## config.mk

```make
export PLATFORM = sky130hd
export DESIGN_NAME = pov_loader_flat
export DESIGN_NICKNAME = d
export VERILOG_FILES = /design/src/rtl/pov_loader_pkg.sv /design/src/rtl/pov_loader_if.sv /design/src/rtl/pov_spi_sync.sv /design/src/rtl/pov_loader.sv /design/src/flat_wrapper.sv
export SDC_FILE = /design/constraint.sdc
export NUM_CORES = 1
export LEC_CHECK = 0
export CAP_MARGIN = 40
export CORE_UTILIZATION = 55
export CTS_CLUSTER_SIZE = 30
export DETAILED_ROUTE_END_ITERATION = 16
export GPL_ROUTABILITY_DRIVEN = 0
export PLACE_DENSITY_LB_ADDON = 0.05
export RECOVER_POWER = 100
export SYNTH_ARGS = -nofsm -noshare
export SYNTH_HDL_FRONTEND = slang
export SYNTH_HIERARCHICAL = 1
export SYNTH_SLANG_ARGS = --single-unit
```

## constraint.sdc

```tcl
create_clock -name clk -period 2.7 [get_ports clk]
set_clock_uncertainty 0.2 [all_clocks]
set_input_delay 0.81 -clock clk [delete_from_list [all_inputs] [get_ports clk]]
set_output_delay 0.81 -clock clk [all_outputs]
set_load 0.005 [all_outputs]
```

## src/rtl/pov_loader_pkg.sv

```systemverilog
// Shared constants for the POV vector loader: Q12.12 word split, frame length, field order.
// Frame length grows by one checksum byte when POV_LOADER_CHECKSUM_EN is defined.
package pov_loader_pkg;

  localparam int unsigned QmBits     = 12;
  localparam int unsigned QnBits     = 12;
  localparam int unsigned DefaultQmn = QmBits + QnBits;
  localparam int unsigned NumFields  = 6;

`ifdef POV_LOADER_CHECKSUM_EN
  localparam int unsigned ChkBits = 8;
`else
  localparam int unsigned ChkBits = 0;
`endif

  localparam int unsigned FRAME_BITS = NumFields * DefaultQmn + ChkBits;

  // Field order on the wire, first field is most significant in the shift register.
  localparam int unsigned IdxPlayerX = 0;
  localparam int unsigned IdxPlayerY = 1;
  localparam int unsigned IdxFacingX = 2;
  localparam int unsigned IdxFacingY = 3;
  localparam int unsigned IdxVplaneX = 4;
  localparam int unsigned IdxVplaneY = 5;

  localparam logic [DefaultQmn-1:0] StartPlayerX = 24'h001800;
  localparam logic [DefaultQmn-1:0] StartPlayerY = 24'h00D800;
  localparam logic [DefaultQmn-1:0] StartFacingX = 24'h000000;
  localparam logic [DefaultQmn-1:0] StartFacingY = 24'hFFF000;
  localparam logic [DefaultQmn-1:0] StartVplaneX = 24'h000800;
  localparam logic [DefaultQmn-1:0] StartVplaneY = 24'h000000;

  typedef enum logic [0:0] {StIdle, StShift} state_e;

  function automatic int unsigned frame_bits(input int unsigned qmn);
    return NumFields * qmn + ChkBits;
  endfunction

  // LSB position of a field inside the payload (checksum byte excluded).
  function automatic int unsigned field_lsb(input int unsigned idx, input int unsigned qmn);
    return (NumFields - 1 - idx) * qmn;
  endfunction

endpackage

```

## src/rtl/pov_loader_if.sv

```systemverilog
// Host-side SPI/tick inputs and pending vector-set outputs of the POV loader.
interface pov_loader_if
  import pov_loader_pkg::*;
#(
  parameter int unsigned QMN = DefaultQmn
) ();

  logic           spi_sck;
  logic           spi_csb;
  logic           spi_mosi;
  logic           tick;
  logic           write_new_position;
  logic [QMN-1:0] new_playerX;
  logic [QMN-1:0] new_playerY;
  logic [QMN-1:0] new_facingX;
  logic [QMN-1:0] new_facingY;
  logic [QMN-1:0] new_vplaneX;
  logic [QMN-1:0] new_vplaneY;
  logic           load_done;
  logic           frame_err;

  modport master (
    output spi_sck, spi_csb, spi_mosi, tick,
    input  write_new_position, new_playerX, new_playerY, new_facingX, new_facingY,
           new_vplaneX, new_vplaneY, load_done, frame_err
  );

  modport slave (
    input  spi_sck, spi_csb, spi_mosi, tick,
    output write_new_position, new_playerX, new_playerY, new_facingX, new_facingY,
           new_vplaneX, new_vplaneY, load_done, frame_err
  );

endinterface

```

## src/rtl/pov_spi_sync.sv

```systemverilog
// Brings the asynchronous SPI pins into the clk domain and flags sck/csb edges.
module pov_spi_sync #(
  parameter int unsigned SYNC_STAGES = 2
) (
  input  logic clk,
  input  logic reset,
  input  logic spi_sck_i,
  input  logic spi_csb_i,
  input  logic spi_mosi_i,
  output logic mosi_o,
  output logic sck_rise_o,
  output logic sck_fall_o,
  output logic csb_rise_o,
  output logic csb_fall_o
);

  logic [SYNC_STAGES-1:0] sck_q, csb_q, mosi_q;
  logic                   sck_prev_q, csb_prev_q;
  logic                   sck_s, csb_s;

  assign sck_s = sck_q[SYNC_STAGES-1];
  assign csb_s = csb_q[SYNC_STAGES-1];

  // csb resets low so a low csb at reset release produces no fall edge.
  always_ff @(posedge clk or negedge reset) begin
    if (!reset) begin
      sck_q      <= '0;
      csb_q      <= '0;
      mosi_q     <= '0;
      sck_prev_q <= 1'b0;
      csb_prev_q <= 1'b0;
    end else begin
      sck_q      <= (sck_q << 1) | SYNC_STAGES'(spi_sck_i);
      csb_q      <= (csb_q << 1) | SYNC_STAGES'(spi_csb_i);
      mosi_q     <= (mosi_q << 1) | SYNC_STAGES'(spi_mosi_i);
      sck_prev_q <= sck_s;
      csb_prev_q <= csb_s;
    end
  end

  assign mosi_o     = mosi_q[SYNC_STAGES-1];
  assign sck_rise_o = sck_s & ~sck_prev_q;
  assign sck_fall_o = ~sck_s & sck_prev_q;
  assign csb_rise_o = csb_s & ~csb_prev_q;
  assign csb_fall_o = ~csb_s & csb_prev_q;

endmodule

```

## src/rtl/pov_loader.sv

```systemverilog
// SPI-fed loader for the renderer's position/facing/plane vectors, handed over at frame tick.
// Define POV_LOADER_CHECKSUM_EN to require a trailing XOR checksum byte on every frame.
module pov_loader
  import pov_loader_pkg::*;
#(
  parameter int unsigned QMN         = DefaultQmn,
  parameter int unsigned SYNC_STAGES = 2
) (
  input logic         clk,
  input logic         reset,
  pov_loader_if.slave bus
);

  localparam int unsigned FrameBits   = frame_bits(QMN);
  localparam int unsigned PayloadBits = NumFields * QMN;
  localparam int unsigned CntW        = $clog2(FrameBits + 1);

  logic mosi, sck_rise, sck_fall, csb_rise, csb_fall;

  pov_spi_sync #(
    .SYNC_STAGES(SYNC_STAGES)
  ) u_sync (
    .clk        (clk),
    .reset      (reset),
    .spi_sck_i  (bus.spi_sck),
    .spi_csb_i  (bus.spi_csb),
    .spi_mosi_i (bus.spi_mosi),
    .mosi_o     (mosi),
    .sck_rise_o (sck_rise),
    .sck_fall_o (sck_fall),
    .csb_rise_o (csb_rise),
    .csb_fall_o (csb_fall)
  );

  state_e                 state_q, state_d;
  logic [CntW-1:0]        cnt_q, cnt_d;
  logic [FrameBits-1:0]   shift_q, shift_d;
  logic                   armed_q, armed_d;
  logic [PayloadBits-1:0] vec_q, vec_d;
  logic                   pending_q, pending_d;
  logic                   load_done_q, load_done_d;
  logic                   frame_err_q, frame_err_d;
  logic                   commit, discard, chk_ok;

`ifdef POV_LOADER_CHECKSUM_EN
  logic [7:0] chk;

  always_comb begin
    chk = 8'h00;
    for (int i = 0; i < int'(PayloadBits / 8); i++) begin
      chk = chk ^ shift_q[ChkBits + 8 * i +: 8];
    end
  end

  assign chk_ok = (chk == shift_q[7:0]);
`else
  assign chk_ok = 1'b1;
`endif

  always_comb begin
    state_d = state_q;
    cnt_d   = cnt_q;
    shift_d = shift_q;
    armed_d = armed_q;
    commit  = 1'b0;
    discard = 1'b0;
    unique case (state_q)
      StIdle: begin
        if (csb_fall) begin
          state_d = StShift;
          cnt_d   = '0;
          armed_d = 1'b1;
        end
      end
      StShift: begin
        if (csb_rise) begin
          state_d = StIdle;
          if (cnt_q == CntW'(FrameBits) && chk_ok) commit = 1'b1;
          else discard = 1'b1;
        end else if (sck_rise && armed_q) begin
          // One bit per sck period; armed is re-set by the following fall.
          shift_d = {shift_q[FrameBits-2:0], mosi};
          armed_d = 1'b0;
          if (cnt_q != {CntW{1'b1}}) cnt_d = cnt_q + 1'b1;
        end else if (sck_fall) begin
          armed_d = 1'b1;
        end
      end
      default: state_d = StIdle;
    endcase
  end

  always_comb begin
    vec_d       = commit ? shift_q[FrameBits-1 -: PayloadBits] : vec_q;
    // A commit on the tick edge keeps the new set pending while the old one is consumed.
    pending_d   = commit | (pending_q & ~bus.tick);
    load_done_d = pending_q & bus.tick;
    frame_err_d = discard;
  end

  always_ff @(posedge clk or negedge reset) begin
    if (!reset) begin
      state_q     <= StIdle;
      cnt_q       <= '0;
      shift_q     <= '0;
      armed_q     <= 1'b0;
      vec_q       <= '0;
      pending_q   <= 1'b0;
      load_done_q <= 1'b0;
      frame_err_q <= 1'b0;
    end else begin
      state_q     <= state_d;
      cnt_q       <= cnt_d;
      shift_q     <= shift_d;
      armed_q     <= armed_d;
      vec_q       <= vec_d;
      pending_q   <= pending_d;
      load_done_q <= load_done_d;
      frame_err_q <= frame_err_d;
    end
  end

  assign bus.write_new_position = pending_q;
  assign bus.load_done          = load_done_q;
  assign bus.frame_err          = frame_err_q;
  assign bus.new_playerX        = vec_q[field_lsb(IdxPlayerX, QMN) +: QMN];
  assign bus.new_playerY        = vec_q[field_lsb(IdxPlayerY, QMN) +: QMN];
  assign bus.new_facingX        = vec_q[field_lsb(IdxFacingX, QMN) +: QMN];
  assign bus.new_facingY        = vec_q[field_lsb(IdxFacingY, QMN) +: QMN];
  assign bus.new_vplaneX        = vec_q[field_lsb(IdxVplaneX, QMN) +: QMN];
  assign bus.new_vplaneY        = vec_q[field_lsb(IdxVplaneY, QMN) +: QMN];

endmodule

```

## src/flat_wrapper.sv

```systemverilog
// flat-port wrapper written by rule: the top's interface ports become plain ports
module pov_loader_flat import pov_loader_pkg::*;
#(
  parameter int unsigned QMN         = DefaultQmn,
  parameter int unsigned SYNC_STAGES = 2
)
  (clk, reset, bus_spi_sck, bus_spi_csb, bus_spi_mosi, bus_tick, bus_write_new_position, bus_new_playerX, bus_new_playerY, bus_new_facingX, bus_new_facingY, bus_new_vplaneX, bus_new_vplaneY, bus_load_done, bus_frame_err);
  pov_loader_if #(.QMN(QMN)) bus_i ();
  input logic clk;
  input logic reset;
  input wire logic [$bits(bus_i.spi_sck)-1:0] bus_spi_sck;
  input wire logic [$bits(bus_i.spi_csb)-1:0] bus_spi_csb;
  input wire logic [$bits(bus_i.spi_mosi)-1:0] bus_spi_mosi;
  input wire logic [$bits(bus_i.tick)-1:0] bus_tick;
  output wire logic [$bits(bus_i.write_new_position)-1:0] bus_write_new_position;
  output wire logic [$bits(bus_i.new_playerX)-1:0] bus_new_playerX;
  output wire logic [$bits(bus_i.new_playerY)-1:0] bus_new_playerY;
  output wire logic [$bits(bus_i.new_facingX)-1:0] bus_new_facingX;
  output wire logic [$bits(bus_i.new_facingY)-1:0] bus_new_facingY;
  output wire logic [$bits(bus_i.new_vplaneX)-1:0] bus_new_vplaneX;
  output wire logic [$bits(bus_i.new_vplaneY)-1:0] bus_new_vplaneY;
  output wire logic [$bits(bus_i.load_done)-1:0] bus_load_done;
  output wire logic [$bits(bus_i.frame_err)-1:0] bus_frame_err;
  assign bus_i.spi_sck = bus_spi_sck;
  assign bus_i.spi_csb = bus_spi_csb;
  assign bus_i.spi_mosi = bus_spi_mosi;
  assign bus_i.tick = bus_tick;
  assign bus_write_new_position = bus_i.write_new_position;
  assign bus_new_playerX = bus_i.new_playerX;
  assign bus_new_playerY = bus_i.new_playerY;
  assign bus_new_facingX = bus_i.new_facingX;
  assign bus_new_facingY = bus_i.new_facingY;
  assign bus_new_vplaneX = bus_i.new_vplaneX;
  assign bus_new_vplaneY = bus_i.new_vplaneY;
  assign bus_load_done = bus_i.load_done;
  assign bus_frame_err = bus_i.frame_err;
  pov_loader #(.QMN(QMN), .SYNC_STAGES(SYNC_STAGES)) u_core (.clk(clk), .reset(reset), .bus(bus_i));
endmodule
```

==> flow_summary.ini, run 1 <==
[outcome]
status = finished clean

[floorplan]
fp-row-count = 53
start_util_pct = 56.2
coreArea_um2 = 21000
die_w_um = 149
dieArea_um2 = 22100
io_pins = 153
die_height_um = 149

[sta]
finalHoldViolations = 0
fin_crit_ps = 2500
setup_violations = 0
period_share_pct = 92.7
max-slew-margin-rel_pct = 19.3
fin_setup_tns_ps = 0
worst_slew_pin_slew_ps = 1210
fmax_mhz = 399
finalMaxSlewViolations = 0
grt_setup_unrepaired = false

[worst_setup_path]
cp_slowest_cell = dlygate4sd3_1
cp.depth = 1
rrSetupSlack_ps = 270
startpoint = u_core/vec_q[113]
r2r_cells = 6
worstSetupEndpointType = primary output
cp-start-kind = flip-flop
path_buf_inv = 1
path_class = flip-flop to primary output
max_stage_delay_ps = 590
cp-endpoint = bus_new_playerY[17]
arrival_ps = 1490
worst_r2r_endpoint = u_core/vec_q[27]
rr_startpoint = u_core/cnt_q[0]
crit_family = buffers and inverters
cp_cell_sequence = dlygate4sd3_1
cp.required_ps = 1690
cp_max_fo = 2

[pwr]
power_leakage_nw = 8.25
internal_power_mw = 7.85
ir_drop_mv = 0.536
power.net_switching_mw = 2.13
pwr-share-seq_pct = 48.4
comb_power_share_pct = 3.9
swShare_pct = 21.3
powerDensity_nw_per_um2 = 683
clkPwrFrac_pct = 47.7

[synth]
ys_types = 39
syn_area_um2 = 11800
synth_seq_cells = 309
yosys_warnings = 6
syn_avg_cell_area_um2 = 11.9
syn-num-nets = 1002
synth_cells = 994
ys_seq_area_share_pct = 65.5

[final_layout]
fin_util_pct = 69.5
seqCellArea_um2 = 7730
final_nets = 1156
stdcell_count = 1447
fin_area_um2 = 14600
diodes = 0
drive_gt1_share_pct = 14.8
n_fill_cell = 1526
syn_to_final_growth_pct = 23.7
final_common_cell = nand2_1
multi_input_area_um2 = 3640
layout_common_cells = nand2_1 (438), dfrtp_1 (309), dlygate4sd3_1 (151)

[clock_network]
insertion_delay_ps = 490
cts_buffers = 34
cts_sinks = 309
cts_hold_buf = 0
clock_path_buffers = 3
path_clk_slew_ps = 60
post-cts-setup-buffers = 0
cts_tree = yes
h-tree-depth = 2
cts_root_buf = clkbuf_16
cts_resized = 0

[drt]
dr.first_iter.drc_count = 385
wl_per_cell_um = 15.2
via_per_inst = 5.09
ant_nets = 0
via_count = 7367
wl_mm = 22.0
drc = 0
drtPass1Iterations = 6

[placed_design]
place_hpwl_mm = 13.2
dp.cells = 1387
post_dp_cell_area_um2 = 13700
port_buffers = 152

[grt]
grt_antenna_before_repair = 0
overflow = 0
grt_pass1_wl_mm = 37.0
grt_util_all_layers_pct = 20.9
grt_max_degree = 146
grt_pass1_vias = 7194

[min_path]
hold_path.class = flip-flop to flip-flop
min_from = u_core/u_sync/mosi_q[0]

[flow_run]
maxCapViolCount = 0
-- registers in the layout (all words and copies together) (netlist names) --
signal / cells
u_core/shift_q: 144
u_core/vec_q: 144
u_core/cnt_q: 8
u_core/u_sync/csb_q: 2
u_core/u_sync/mosi_q: 2
u_core/u_sync/sck_q: 2
u_core/armed_q: 1
u_core/bus.frame_err: 1
u_core/bus.load_done: 1
u_core/bus.write_new_position: 1
u_core/state_q: 1
u_core/u_sync/csb_prev_q: 1
u_core/u_sync/sck_prev_q: 1
-- through the flow --
step | setup slack, ps | power, mW | hold WS, ps
after global placement | 411 | 5.32 | 133
after global routing | 123 | 10.4 | 164
after floorplan | 666 | 5.12 | 131
after detailed placement | 340 | 5.33 | 135
after CTS | 247 | 10.1 | 2.33
final | 197 | 9.98 | 145
-- layout make-up --
cell class,count,area share (%)
Clock buffer,51,7.31
Clock inverter,9,0.822
Inverter,4,0.103
Multi-Input combinational cell,632,24.9
Sequential cell,309,52.9
Tap cell,275,2.36
Timing Repair Buffer,167,11.5
-- how the worst min path moves through the flow --
stage / end / slack, ps / cells after the start
2_1_floorplan: u_core/u_sync/csb_q[1] / 130 / 0
5_1_grt: u_core/u_sync/csb_q[1] / 160 / 0
4_1_cts: u_core/shift_q[126] / 2 / 1
3_5_place_dp: u_core/u_sync/mosi_q[1] / 130 / 0
6_report: u_core/u_sync/mosi_q[1] / 140 / 0
3_3_place_gp: u_core/u_sync/csb_q[1] / 130 / 0
-- cells in the mapped netlist --
library cell	number	area (µm²)
nand2_1	438	1640
dfrtp_1	309	7730
mux2_2	96	1080
mux2_4	49	736
clkbuf_1	21	78.8
buf_1	12	45.0
buf_2	9	45.0
buf_6	7	78.8
nand3_1	7	35.0
a21oi_1	4	20.0
and2b_2	4	35.0
inv_1	4	15.0
and2_1	2	12.5
ha_1	2	25.0
nand2b_1	2	12.5
nand4b_1	2	17.5
nor2_1	2	7.51
o21a_1	2	15.0
o31ai_1	2	15.0
a21o_1	1	7.51
a22o_1	1	8.76
a311o_1	1	10.0
a31oi_1	1	6.26
and3_1	1	6.26
and4_1	1	8.76
and4b_1	1	10.0
nand4_1	1	6.26
nor2b_1	1	6.26
nor3_1	1	5.00
nor3b_1	1	7.51
nor4_1	1	6.26
nor4b_1	1	8.76
nor4b_2	1	15.0
nor4bb_1	1	10.0
o211a_1	1	10.0
o21ai_0	1	5.00
o21ai_1	1	5.00
o311ai_0	1	8.76
or2_1	1	6.26
-- power groups by stage --
stage	clock network (mW)	logic (mW)	registers, mW
5_1_grt	5.08	0.454	4.85
4_1_cts	4.87	0.419	4.83
3_5_place_dp	0	0.417	4.91
3_3_place_gp	0	0.413	4.91
2_1_floorplan	0	0.242	4.88
6_report	4.76	0.393	4.83
-- logic make-up after synthesis --
kind of cell | after synthesis | synth area share (%)
simple gates | 469 | 15.8
fa+ha+maj | 2 | 0.212
flops | 309 | 65.5
buf+inv | 53 | 2.23
mux | 145 | 15.4
compound gates | 16 | 0.943
-- per-layer routing --
metal / vias up / GRT usage, % / share of wire, %
li1: 3517 / - / -
met1: 3667 / 30.2 / 46
met2: 153 / 32.3 / 48
met3: 30 / 4.14 / 4.8
met4: 0 / 6.08 / 1.6
met5: - / 0 / 0
Note: power is estimated with default switching activity, not from simulation.
==> run 2: changes to the inputs <==
--- a/config.mk
+++ b/config.mk
@@ -14,5 +14,4 @@
 export RECOVER_POWER = 100
 export SYNTH_ARGS = -nofsm -noshare
 export SYNTH_HDL_FRONTEND = slang
-export SYNTH_HIERARCHICAL = 1
 export SYNTH_SLANG_ARGS = --single-unit
==> flow_summary.ini, run 2 <==
[synth]
syn_avg_cell_area_um2 = 17.1
synth_edf_count = 0
async_reset_ff_share_pct = 100
yosysTopAreaCell = dfrtp_1
synth_seq_cells = 309
syn_area_um2 = 11900
ys_types = 39
syn-num-nets = 705
synth-main-ff-cell = dfrtp_1
synthTopCellsByCount = dfrtp_1 (309), mux2_2 (239), mux2_4 (49)
yosys_warnings = 0
synth.area.top_cells = dfrtp_1 (65%), mux2_2 (23%), mux2_4 (6.2%)
synth_cells = 697
yosys.cell_count.top_type = dfrtp_1
yosysTopAreaCellShare_pct = 65.0
ys_seq_area_share_pct = 65.0

[drt]
via_count = 6172
drc = 0
wl_mm = 20.6
drtPass1Iterations = 4
wl_per_cell_um = 17.7
via_per_inst = 5.33
dr.first_iter.drc_count = 200
ant_nets = 0

[grt]
grt_pass1_wl_mm = 34.2
overflow = 0
grt_max_degree = 61
grt_util_all_layers_pct = 19.2
grt_antenna_before_repair = 0
grt_pass1_vias = 6543

[clock_network]
path_clk_slew_ps = 60
cts_root_buf = clkbuf_16
cts_buffers = 31
insertion_delay_ps = 540
clock_path_buffers = 3
h-tree-depth = 1
post-cts-setup-buffers = 0
cts_resized = 0
cts_sinks = 309
cts_tree = yes

[floorplan]
io_pins = 153
start_util_pct = 56.4
dieArea_um2 = 22200
die_w_um = 149
die_height_um = 149
coreArea_um2 = 21100
fp-row-count = 53

[worst_setup_path]
cp-start-kind = flip-flop
worstSetupEndpointType = flip-flop
rrSetupSlack_ps = 140
path_class = flip-flop to flip-flop
rr_startpoint = u_core.cnt_q[0]
startpoint = u_core.cnt_q[0]
r2r_cells = 5
worst_r2r_endpoint = u_core.cnt_q[5]
cp.required_ps = 2940
arrival_ps = 2800
cp_max_fo = 5

[final_layout]
final_common_cell = dfrtp_1
fin_util_pct = 68.2
final_nets = 870
drive_gt1_share_pct = 34.8
layout_common_cells = dfrtp_1 (309), mux2_2 (239), dlygate4sd3_1 (152)
diodes = 0
n_fill_cell = 1491
multi_input_area_um2 = 3630
syn_to_final_growth_pct = 20.9
reg.largest.list = u_core.shift_q x144, u_core.vec_q x144, u_core.cnt_q x8
seqCellArea_um2 = 7730

[pwr]
ir_drop_mv = 0.484
powerDensity_nw_per_um2 = 631
power_leakage_nw = 7.72
p_total_mw = 9.08

[sta]
fin_setup_tns_ps = 0
setup_violations = 0
period_share_pct = 94.6
grt_setup_unrepaired = false
fmax_mhz = 391
hold-worst-slack_ps = 146
finalMaxSlewViolations = 0
worst_slew_pin_slew_ps = 1270
finalHoldViolations = 0
max-slew-margin-rel_pct = 15.1
fin_crit_ps = 2560

[min_path]
min_path_cells = 0
hold_path.class = flip-flop to flip-flop
hold_end = u_core.u_sync.csb_q[1]
min_from = u_core.u_sync.csb_q[0]

[flow_run]
maxCapViolCount = 0

[placed_design]
place_hpwl_mm = 13.5
port_buffers = 152

[outcome]
status = finished clean
==> run 2: changes by cell type in the layout (fill, tap and decap cells not counted), sizes merged, moves of 4 or more <==
cell / previous run / this run
nand2: 438 / 9
mux2: 145 / 288
clkbuf: 59 / 49
clkinv: 6 / 11
inv: 4 / 9
and2b: 4 / 0
==> run 2: cell families (layout without fill, tap and decap cells) <==
group	Yosys count	in the layout	synth area share (%)
compound gates	19	19	1.26
buf+inv	43	230	2.99
mux	289	289	28.9
simple gates	35	35	1.68
flops	309	309	65.0
fa+ha+maj	2	2	0.210
==> run 2: worst max path at each step <==
stage | endpoint | cells past startpoint
finish | u_core.cnt_q[5] | 5
global route | bus_new_vplaneY[6] | 1
CTS | bus_new_vplaneY[6] | 1
detailed placement | u_core.vec_q[22] | 7
global placement | u_core.vec_q[36] | 7
floorplan | u_core.vec_q[37] | 9
==> run 2: area by class of cell <==
class,instances,area share [%]
clock buffer,43,6.12
inverter,9,0.235
sequential,309,53.8
timing repair buffer,166,11.7
tap,275,2.39
clock inverter,12,0.592
multi-input combinational,345,25.2
==> run 2: power by group <==
group / switching [mW] / internal, mW / total (mW) / leakage [nW]
Sequential: 0.0528 / 4.70 / 4.75 / 4.28
Combinational: 0.179 / 0.110 / 0.290 / 2.95
Clock: 1.69 / 2.35 / 4.04 / 0.489
==> run 2: critical path, stage by stage (launching register included) <==
cell       delay (ps)
dfrtp_1           420
ha_1              250
and3_1            210
a2111oi_1         890
a21oi_1           200
a311oi_1          290
==> run 2: repair_timing <==
action                                  4_1_cts  5_1_grt
endpoints found under the setup margin        0        0
endpoints found under the hold margin        42        0
hold buffers                                  1        0
==> run 2: routing by layer <==
metal	wire, µm	GRT usage [%]
met5	0	0
met4	461	5.05
met3	944	3.94
met2	10300	32.0
met1	8890	25.6
==> run 2: stage by stage <==
stage,worst slack (ps),instances,instance area (µm²)
global placement,415,1103,13700
global route,86.4,1159,14400
detailed placement,355,1103,13700
CTS,192,1159,14700
floorplan,623,697,11900
finish,145,1159,14400
==> run 3: changes to the inputs <==
--- a/config.mk
+++ b/config.mk
@@ -9,7 +9,6 @@
 export CORE_UTILIZATION = 55
 export CTS_CLUSTER_SIZE = 30
 export DETAILED_ROUTE_END_ITERATION = 16
-export GPL_ROUTABILITY_DRIVEN = 0
 export PLACE_DENSITY_LB_ADDON = 0.05
 export RECOVER_POWER = 100
 export SYNTH_ARGS = -nofsm -noshare
==> results of run 3 <==
Same layout as run 2: the final DEF is identical, and so are final timing and power.
